==> src/rtl/uart_rx_pkg.sv <==
// uart_rx_pkg: shared UART receiver state encoding and per-bit sampling edge helpers
package uart_rx_pkg;
  typedef enum logic [2:0] {IDLE, START, DATA, PARITY, STOP} uart_rx_state_t;
  function automatic int sample_edge(input int prescale);
    return prescale / 2 + 2;
  endfunction
  function automatic int last_edge(input int prescale);
    return prescale - 1;
  endfunction
endpackage

==> src/rtl/uart_rx_fsm_if.sv <==
// uart_rx_fsm_if: line/checker inputs and sequencing outputs of the receiver FSM
interface uart_rx_fsm_if #(parameter int PRESCALE = 8);
  logic rx_in, par_en, strt_glitch, par_err, stp_err;
  logic [$clog2(PRESCALE)-1:0] edge_cnt;
  logic [3:0] bit_cnt;
  logic dat_samp_en, strt_chk_en, par_chk_en, stp_chk_en, deser_en, data_valid, busy;
  modport master (
    input  rx_in, par_en, strt_glitch, par_err, stp_err,
    output edge_cnt, bit_cnt, dat_samp_en, strt_chk_en, par_chk_en, stp_chk_en, deser_en,
           data_valid, busy
  );
  modport slave (
    output rx_in, par_en, strt_glitch, par_err, stp_err,
    input  edge_cnt, bit_cnt, dat_samp_en, strt_chk_en, par_chk_en, stp_chk_en, deser_en,
           data_valid, busy
  );
endinterface

==> src/rtl/uart_rx_edge_bit_counter.sv <==
// uart_rx_edge_bit_counter: oversampling edge counter and data-bit counter
module uart_rx_edge_bit_counter
  import uart_rx_pkg::*;
#(
  parameter int PRESCALE = 8
) (
  input  logic                        clk,
  input  logic                        rst,
  input  logic                        cnt_en,
  input  logic                        bit_inc,
  input  logic                        bit_clr,
  output logic [$clog2(PRESCALE)-1:0] edge_cnt,
  output logic [3:0]                  bit_cnt
);
  localparam int EW = $clog2(PRESCALE);
  localparam logic [EW-1:0] LAST = EW'(last_edge(PRESCALE));
  always_ff @(posedge clk) begin
    if (rst) begin
      edge_cnt <= '0;
      bit_cnt  <= '0;
    end else begin
      edge_cnt <= (cnt_en && edge_cnt != LAST) ? edge_cnt + 1'b1 : '0;
      bit_cnt  <= bit_clr ? '0 : bit_inc ? bit_cnt + 1'b1 : bit_cnt;
    end
  end
endmodule

==> src/rtl/uart_rx_fsm.sv <==
// uart_rx_fsm: UART receiver control FSM sequencing checker and deserializer enables
module uart_rx_fsm
  import uart_rx_pkg::*;
#(
  parameter int PRESCALE   = 8,
  parameter int DATA_WIDTH = 8
) (
  input logic           clk,
  input logic           rst,
  uart_rx_fsm_if.master bus
);
  localparam int EW = $clog2(PRESCALE);
  localparam logic [EW-1:0] PRE_SAMPLE = EW'(sample_edge(PRESCALE) - 1);
  localparam logic [EW-1:0] LAST = EW'(last_edge(PRESCALE));
  localparam logic [3:0] LAST_BIT = 4'(DATA_WIDTH - 1);
  uart_rx_state_t state, state_n;
  logic [EW-1:0] edge_cnt;
  logic [3:0] bit_cnt;
  logic par_en_q, at_last, pre_sample, busy;
  logic strt_chk_en, par_chk_en, stp_chk_en, deser_en;
  assign at_last    = edge_cnt == LAST;
  assign pre_sample = edge_cnt == PRE_SAMPLE;
  uart_rx_edge_bit_counter #(.PRESCALE(PRESCALE)) u_cnt (
    .clk      (clk),
    .rst      (rst),
    .cnt_en   (state != IDLE),
    .bit_inc  (state == DATA && at_last),
    .bit_clr  (state == START && state_n == DATA),
    .edge_cnt (edge_cnt),
    .bit_cnt  (bit_cnt)
  );
  always_comb begin
    state_n = state;
    case (state)
      IDLE:    state_n = bus.rx_in ? IDLE : START;
      START:   state_n = !at_last ? START : bus.strt_glitch ? IDLE : DATA;
      DATA:    state_n = !(at_last && bit_cnt == LAST_BIT) ? DATA : par_en_q ? PARITY : STOP;
      PARITY:  state_n = !at_last ? PARITY : bus.par_err ? IDLE : STOP;
      STOP:    state_n = at_last ? IDLE : STOP;
      default: state_n = IDLE;
    endcase
  end
  // Enables are decoded one edge early so the registered pulse lands on the sample edge.
  always_ff @(posedge clk) begin
    if (rst) begin
      state       <= IDLE;
      par_en_q    <= 1'b0;
      busy        <= 1'b0;
      strt_chk_en <= 1'b0;
      par_chk_en  <= 1'b0;
      stp_chk_en  <= 1'b0;
      deser_en    <= 1'b0;
    end else begin
      state       <= state_n;
      par_en_q    <= (state == IDLE && !bus.rx_in) ? bus.par_en : par_en_q;
      busy        <= state_n != IDLE;
      strt_chk_en <= state == START  && pre_sample;
      par_chk_en  <= state == PARITY && pre_sample;
      stp_chk_en  <= state == STOP   && pre_sample;
      deser_en    <= state == DATA   && pre_sample;
    end
  end
  // Checker errors only settle on the last edge, so data_valid decodes them directly.
  assign bus.data_valid  = state == STOP && at_last && !bus.stp_err && (!par_en_q || !bus.par_err);
  assign bus.edge_cnt    = edge_cnt;
  assign bus.bit_cnt     = bit_cnt;
  assign bus.busy        = busy;
  assign bus.dat_samp_en = busy;
  assign bus.strt_chk_en = strt_chk_en;
  assign bus.par_chk_en  = par_chk_en;
  assign bus.stp_chk_en  = stp_chk_en;
  assign bus.deser_en    = deser_en;
endmodule

==> src/flat_wrapper.sv <==
// flat-port wrapper written by rule: the top's interface ports become plain ports
module uart_rx_fsm_flat import uart_rx_pkg::*;
#(
  parameter int PRESCALE   = 8,
  parameter int DATA_WIDTH = 8
)
  (clk, rst, bus_rx_in, bus_par_en, bus_strt_glitch, bus_par_err, bus_stp_err, bus_edge_cnt, bus_bit_cnt, bus_dat_samp_en, bus_strt_chk_en, bus_par_chk_en, bus_stp_chk_en, bus_deser_en, bus_data_valid, bus_busy);
  uart_rx_fsm_if #(.PRESCALE(PRESCALE)) bus_i ();
  input logic clk;
  input logic rst;
  input wire logic [$bits(bus_i.rx_in)-1:0] bus_rx_in;
  input wire logic [$bits(bus_i.par_en)-1:0] bus_par_en;
  input wire logic [$bits(bus_i.strt_glitch)-1:0] bus_strt_glitch;
  input wire logic [$bits(bus_i.par_err)-1:0] bus_par_err;
  input wire logic [$bits(bus_i.stp_err)-1:0] bus_stp_err;
  output wire logic [$bits(bus_i.edge_cnt)-1:0] bus_edge_cnt;
  output wire logic [$bits(bus_i.bit_cnt)-1:0] bus_bit_cnt;
  output wire logic [$bits(bus_i.dat_samp_en)-1:0] bus_dat_samp_en;
  output wire logic [$bits(bus_i.strt_chk_en)-1:0] bus_strt_chk_en;
  output wire logic [$bits(bus_i.par_chk_en)-1:0] bus_par_chk_en;
  output wire logic [$bits(bus_i.stp_chk_en)-1:0] bus_stp_chk_en;
  output wire logic [$bits(bus_i.deser_en)-1:0] bus_deser_en;
  output wire logic [$bits(bus_i.data_valid)-1:0] bus_data_valid;
  output wire logic [$bits(bus_i.busy)-1:0] bus_busy;
  assign bus_i.rx_in = bus_rx_in;
  assign bus_i.par_en = bus_par_en;
  assign bus_i.strt_glitch = bus_strt_glitch;
  assign bus_i.par_err = bus_par_err;
  assign bus_i.stp_err = bus_stp_err;
  assign bus_edge_cnt = bus_i.edge_cnt;
  assign bus_bit_cnt = bus_i.bit_cnt;
  assign bus_dat_samp_en = bus_i.dat_samp_en;
  assign bus_strt_chk_en = bus_i.strt_chk_en;
  assign bus_par_chk_en = bus_i.par_chk_en;
  assign bus_stp_chk_en = bus_i.stp_chk_en;
  assign bus_deser_en = bus_i.deser_en;
  assign bus_data_valid = bus_i.data_valid;
  assign bus_busy = bus_i.busy;
  uart_rx_fsm #(.PRESCALE(PRESCALE), .DATA_WIDTH(DATA_WIDTH)) u_core (.clk(clk), .rst(rst), .bus(bus_i));
endmodule
==> config.mk <==
export PLATFORM = sky130hd
export DESIGN_NAME = uart_rx_fsm_flat
export DESIGN_NICKNAME = d
export VERILOG_FILES = /design/src/rtl/uart_rx_pkg.sv /design/src/rtl/uart_rx_fsm_if.sv /design/src/rtl/uart_rx_edge_bit_counter.sv /design/src/rtl/uart_rx_fsm.sv /design/src/flat_wrapper.sv
export SDC_FILE = /design/constraint.sdc
export NUM_CORES = 1
export LEC_CHECK = 0
export BUFFER_PORTS_ARGS = -buffer_cell sky130_fd_sc_hd__buf_2
export CAP_MARGIN = 20
export CORE_MARGIN = 4
export CORE_UTILIZATION = 49
export DETAILED_ROUTE_END_ITERATION = 16
export HOLD_SLACK_MARGIN = 0.08
export PLACE_DENSITY = 0.82
export REMOVE_ABC_BUFFERS = 1
export SKIP_CTS_REPAIR_TIMING = 1
export SLEW_MARGIN = 20
export SYNTH_ARGS = -nofsm -noshare
export SYNTH_HDL_FRONTEND = slang
export SYNTH_SLANG_ARGS = --single-unit
==> constraint.sdc <==
create_clock -name clk -period 1.9 [get_ports clk]
set_clock_uncertainty 0.05 [all_clocks]
set_input_delay 0.19 -clock clk [delete_from_list [all_inputs] [get_ports clk]]
set_output_delay 0.19 -clock clk [all_outputs]
set_load 0.005 [all_outputs]
; After elaboration in Yosys (flattened, before gate mapping)
; Cells that the tools add are included.
; W data, S select, Z words.
[totals]
reg_bits = 16
inputBits = 7
output_inout_bits = 14
wordCells = 52
[classes]
n_addsub = 2
n_eq_ne = 9
mux = 9
bitwise_logic = 1
reduce_logical = 22
[ops]
columns = op, count
row1 = $mux W3, 6
row2 = $pmux W3 S5, 1
row3 = $logic_and A1 B1 Y1, 12
row4 = $eq A3 B2 Y1 const B, 3
row5 = $eq A3 B3 Y1 const B, 3
row6 = $reduce_bool A3 Y1, 2
row7 = $add A4 B1 Y4 const B, 1
row8 = $eq A4 B3 Y1 const B, 1
row9 = $logic_not A1 Y1, 4
row10 = $reduce_or A2 Y1, 2
row11 = $add A3 B1 Y3 const B, 1
row12 = $eq A3 B1 Y1 const B, 1
row13 = $logic_not A3 Y1, 1
row14 = $ne A3 B3 Y1 const B, 1
row15 = $mux W2, 1
row16 = $logic_or A1 B1 Y1, 1
row17 = $mux W1, 1
row18 = $not A1 Y1, 1

; Logic depth before layout (Yosys ltp)
[logic_depth]
ltp_word = 7
ltp_mapped = 5
mapped_depth_nobuf = 5

; Modules after synthesis
; A second synthesis with hierarchy kept.
[unflattened]
hier_cells = 78
area_unflattened_um2 = 750.7
[modules_own_cells]
columns = module, instances, cells_per_inst, area_each_um2, seq_area_each_um2
row1 = uart_rx_fsm, 1, 52, 461.7, 180.2
row2 = uart_rx_edge_bit_counter, 1, 26, 289.0, 140.1

; Worst setup path before layout
; No wires, ideal clock.
[synth_path]
kind = flip-flop to flip-flop
from = register u_core.u_cnt.edge_cnt[0]
to = register u_core.u_cnt.bit_cnt[3]
setup_time_ps = 70
arrival_time_ps = 1430
required_time_ps = 1780
slack_ps = 350
stages_incl_launch_ff = 6
n_path_buf = 0
period_less_slack_ps = 1550
cell_sequence = dfxtp_1 -> ha_1 -> ha_1 -> nand4bb_1 -> or3_1 -> a21oi_1
[synth_between]
elab_chain_cells = 7
elab_cells_between_ends = 11
cone_classes = eq/ne: 2 / mux: 5 / reduce/logical: 4
[synth_rtl]
columns = element, line_no
row1 = "start, declared", uart_rx_edge_bit_counter.sv:12  ; output logic [$clog2(PRESCALE)-1:0] edge_cnt,
row2 = "start signal, assigned", uart_rx_edge_bit_counter.sv:22  ; edge_cnt <= (cnt_en && edge_cnt != LAST) ? edge_cnt + 1'b1 : '0;
row3 = $eq A3 B3 Y1 *, uart_rx_fsm.sv:21  ; assign at_last = edge_cnt == LAST;
row4 = $logic_and A1 B1 Y1, uart_rx_fsm.sv:37  ; DATA: state_n = !(at_last && bit_cnt == LAST_BIT) ? DATA : par_en_q ? PARITY : STOP;
row5 = $mux W3, uart_rx_fsm.sv:37
row6 = $pmux W3 S5, uart_rx_fsm.sv:34  ; case (state)
row7 = $eq A3 B2 Y1, uart_rx_fsm.sv:28  ; .bit_clr (state == START && state_n == DATA),
row8 = $logic_and A1 B1 Y1, uart_rx_fsm.sv:28
row9 = $reduce_or A2 Y1 (no line), --
row10 = "end signal, assigned", uart_rx_edge_bit_counter.sv:23  ; bit_cnt <= bit_clr ? '0 : bit_inc ? bit_cnt + 1'b1 : bit_cnt;
row11 = "end, declared", uart_rx_edge_bit_counter.sv:13  ; output logic [3:0] bit_cnt
; Every way passes the cells marked *; elsewhere a longest branch is shown, timed or not.
; A chain may end at the register's enable or synchronous reset.

; Worst setup path after layout
[layout_path]
from = register u_core.state[0]
to = output bus_data_valid
[layout_between]
elab_chain_cells = 4
[layout_rtl]
columns = element, line_no
row1 = "start, declared", uart_rx_fsm.sv:16  ; uart_rx_state_t state, state_n;
row2 = "start signal, assigned", uart_rx_fsm.sv:54  ; state <= state_n;
row3 = $eq A3 B3 Y1, uart_rx_fsm.sv:64  ; assign bus.data_valid = state == STOP && at_last && !bus.stp_err && (!par_en_q || !bus.par_err);
row4 = $logic_and A1 B1 Y1 (3 in a row), uart_rx_fsm.sv:64
row5 = "end, declared", flat_wrapper.sv:23  ; output wire logic [$bits(bus_i.data_valid)-1:0] bus_data_valid;
; No other way between the ends.

==> impl_results.md <==
* Status: finished clean
* Antenna violations before repair at 0
* Via count of the first global-routing pass at 586
* CP max FO at 12
* Post-Place Cells at 113
* Post-synth EDFFs at 0
* First-pass GRT wire length at 2.38 mm
* Die area at 2220 um^2
* Complex-gate fraction of the synthesized area at 0.168
* Setup violators final at 0
* P per Cell Area at 615 nW/um^2
* 1st-iter DRT viols at 1
* Critical Path RT at 1.66 ns
* Mapped Area at 751 um^2
* Number of I/O port buffers at 20
* DP Worst Slack at 0.219 ns
* Final ANT Viol Nets at 0
* Avg Cell Area, Syn at 9.27 um^2
* Fin cells at 118
* Largest net degree at the start of global routing at 14
* Remaining DRCs at 0
* Hold Crit Class: primary input to register
* Core footprint at 1370 um^2
* Simple-gate share of the synthesized area at 0.252
* Worst EP arrival at 1.56 ns
* Lkg Pwr at 0.379 nW
* Worst slew pin tran at 0.462 ns
* Post-synthesis cell count at 81
* Fin. max-slew vios at 0
* CTS tree: yes
* CTS Buffer Depth at 2
* Crit Path Class: register to primary output
* Die Span X at 47.1 um
* Max Fclk at 0.555 GHz
* Fin area at 926 um^2
* Effective utilization at floorplan at 0.549
* Top-area cell type share of the netlist area at 0.427
* Yosys cell types at 32
* Top cells by area, synth: dfxtp_1 43%, ha_1 6.7%, a21oi_1 4.0%
* Tcrit/Tclk final at 0.948
* # rows at 13
* Worst-skew pair later-pin latency at 0.29 ns
* Fin util at 0.678
* Register bit total from synthesis at 16
* Clock Pin Slew Worst Setup and Hold Paths at 0.09 ns
* Vias per cell at 5.81
* Critical Path Source Type: register
* HPWL after DPL at 1.17 mm
* Setup TNS at 0 ns
* Xor/xnor share of the synthesized area at 0.0117
* CTS Root Cell: clkbuf_4
* I/O pin cnt at 21
* CTS sink cnt at 16
* Slew headroom at 0.689
* Fraction of layout cells with a size suffix above 1 at 0.320
* Synth warn at 0
* Htree depth at 1
* Final #Nets at 116
* Syn-to-layout area delta at 23.3%
* Die Y-Extent at 47.1 um
* Max-cap violations at 0
* Seq/Total Area, Yosys at 0.427
* Synthesized-area fraction occupied by adder cells at 0.0667
* WL final at 1.60 mm
* Crit path time final at 1.80 ns
* N_diodes at 0
* Dpl cell area at 853 um^2
* RePlAce Congestion at 0.777
* Final global-route overflow total at 0
* GR Util All Layers at 0.152
* Routed via count at 686
* Final hold vios at 0
* Share of synthesized flip-flops with an asynchronous set or reset at 0
* VDD IR max at 0.407 mV
* Worst setup EP type: primary output
* Final worst setup slack at 0.0979 ns
* Most used DFF post-synth: dfxtp_1
* Yosys top cell by area: dfxtp_1
* Routed wire per std cell at 13.5 um
* Main combinational cell family by area after synthesis: simple AND/OR/NAND/NOR gates
* DR pass1 iterations at 2
* Post-synthesis mux area share at 0.0133
* Total CTS buffers at 3
==> cell type report <==
type | count | area [um^2]
clock buffers | 3 | 22.5
fillers | 119 | 440
inverters | 6 | 22.5
multi-input cells | 55 | 414
flip-flops and latches | 16 | 323
well taps | 15 | 18.8
repair buffers | 23 | 125
==> layer usage <==
metal  GRT usage  vias up  part of all wire
met5           0        -                 0
met4      0.0994        0             0.023
met3      0.0268        5             0.044
met2       0.249       14              0.52
met1       0.181      330              0.41
li1            -      337                 -
==> cells in the final DEF, fill, tap and decap left out, drive strengths merged, types with 2 or more instances in the layout <==
| master | synthesis | routed |
|---|---|---|
| nor2 | 8 | 8 |
| nor2b | 3 | 3 |
| ha | 4 | 4 |
| o21bai | 2 | 2 |
| dfxtp | 16 | 16 |
| nand3 | 2 | 2 |
| or3 | 4 | 4 |
| clkbuf | 1 | 3 |
| nand2 | 4 | 4 |
| o21ai | 4 | 4 |
| a21oi | 6 | 6 |
| buf | 3 | 22 |
| nor3 | 2 | 2 |
| or3b | 2 | 2 |
| inv | 6 | 6 |
==> worst max-delay path, stage by stage (launching register included) <==
cell and delay [ns]:
dfxtp_1 0.42, or3b_1 0.48, a2111oi_4 0.21, buf_2 0.16
==> state kept, by name (all words and copies together), names as in the netlist <==
name	cells
u_core.u_cnt.bit_cnt	4
u_core.par_en_q	1
u_core.bus.stp_chk_en	1
u_core.bus.par_chk_en	1
u_core.state	3
u_core.u_cnt.edge_cnt	3
u_core.bus.strt_chk_en	1
u_core.bus.deser_en	1
u_core.bus.busy	1
==> kinds of logic after synthesis <==
kind of cell / after synthesis
and+or+nand+nor: 32
AOI/OAI and AO/OA: 17
DFF: 16
buffers and inverters: 10
adders and majority gates: 4
xor gates and xnor gates: 1
muxes: 1
==> Yosys cell counts (3+ instances only) <==
| cell | count |
|---|---|
| a21oi_1 | 6 |
| dfxtp_1 | 16 |
| ha_1 | 4 |
| inv_1 | 6 |
| nand2_1 | 4 |
| nor2_1 | 8 |
| nor2b_1 | 3 |
| o21ai_0 | 3 |
| or3_1 | 4 |
==> through the flow <==
stage	total power, mW	hold slack [ns]
after detailed placement	0.395	0.314
after global placement	0.394	0.314
after floorplan	0.377	0.212
after CTS	0.565	0.00923
final	0.570	0.0934
after global routing	0.591	0.166
==> path summary, 6_finish.rpt <==
path	from	end	slack (ns)	depth (start not counted)
setup / recovery	u_core.state[0]	bus_data_valid	0.1	3
hold / removal	bus_par_en	u_core.par_en_q	0.09	3
setup reg to reg	u_core.u_cnt.edge_cnt[1]	u_core.state[0]	0.26	6
hold reg to reg	u_core.u_cnt.edge_cnt[0]	u_core.u_cnt.edge_cnt[0]	0.38	1
==> report_power, final <==
group	switching, mW	internal (mW)	leakage [nW]	total (mW)
Combinational	0.0197	0.0202	0.234	0.0399
Clock	0.104	0.0737	0.0138	0.178
Sequential	0.00972	0.342	0.131	0.352
Total	0.134	0.436	0.379	0.570
Power figures use the tool's default switching activity.
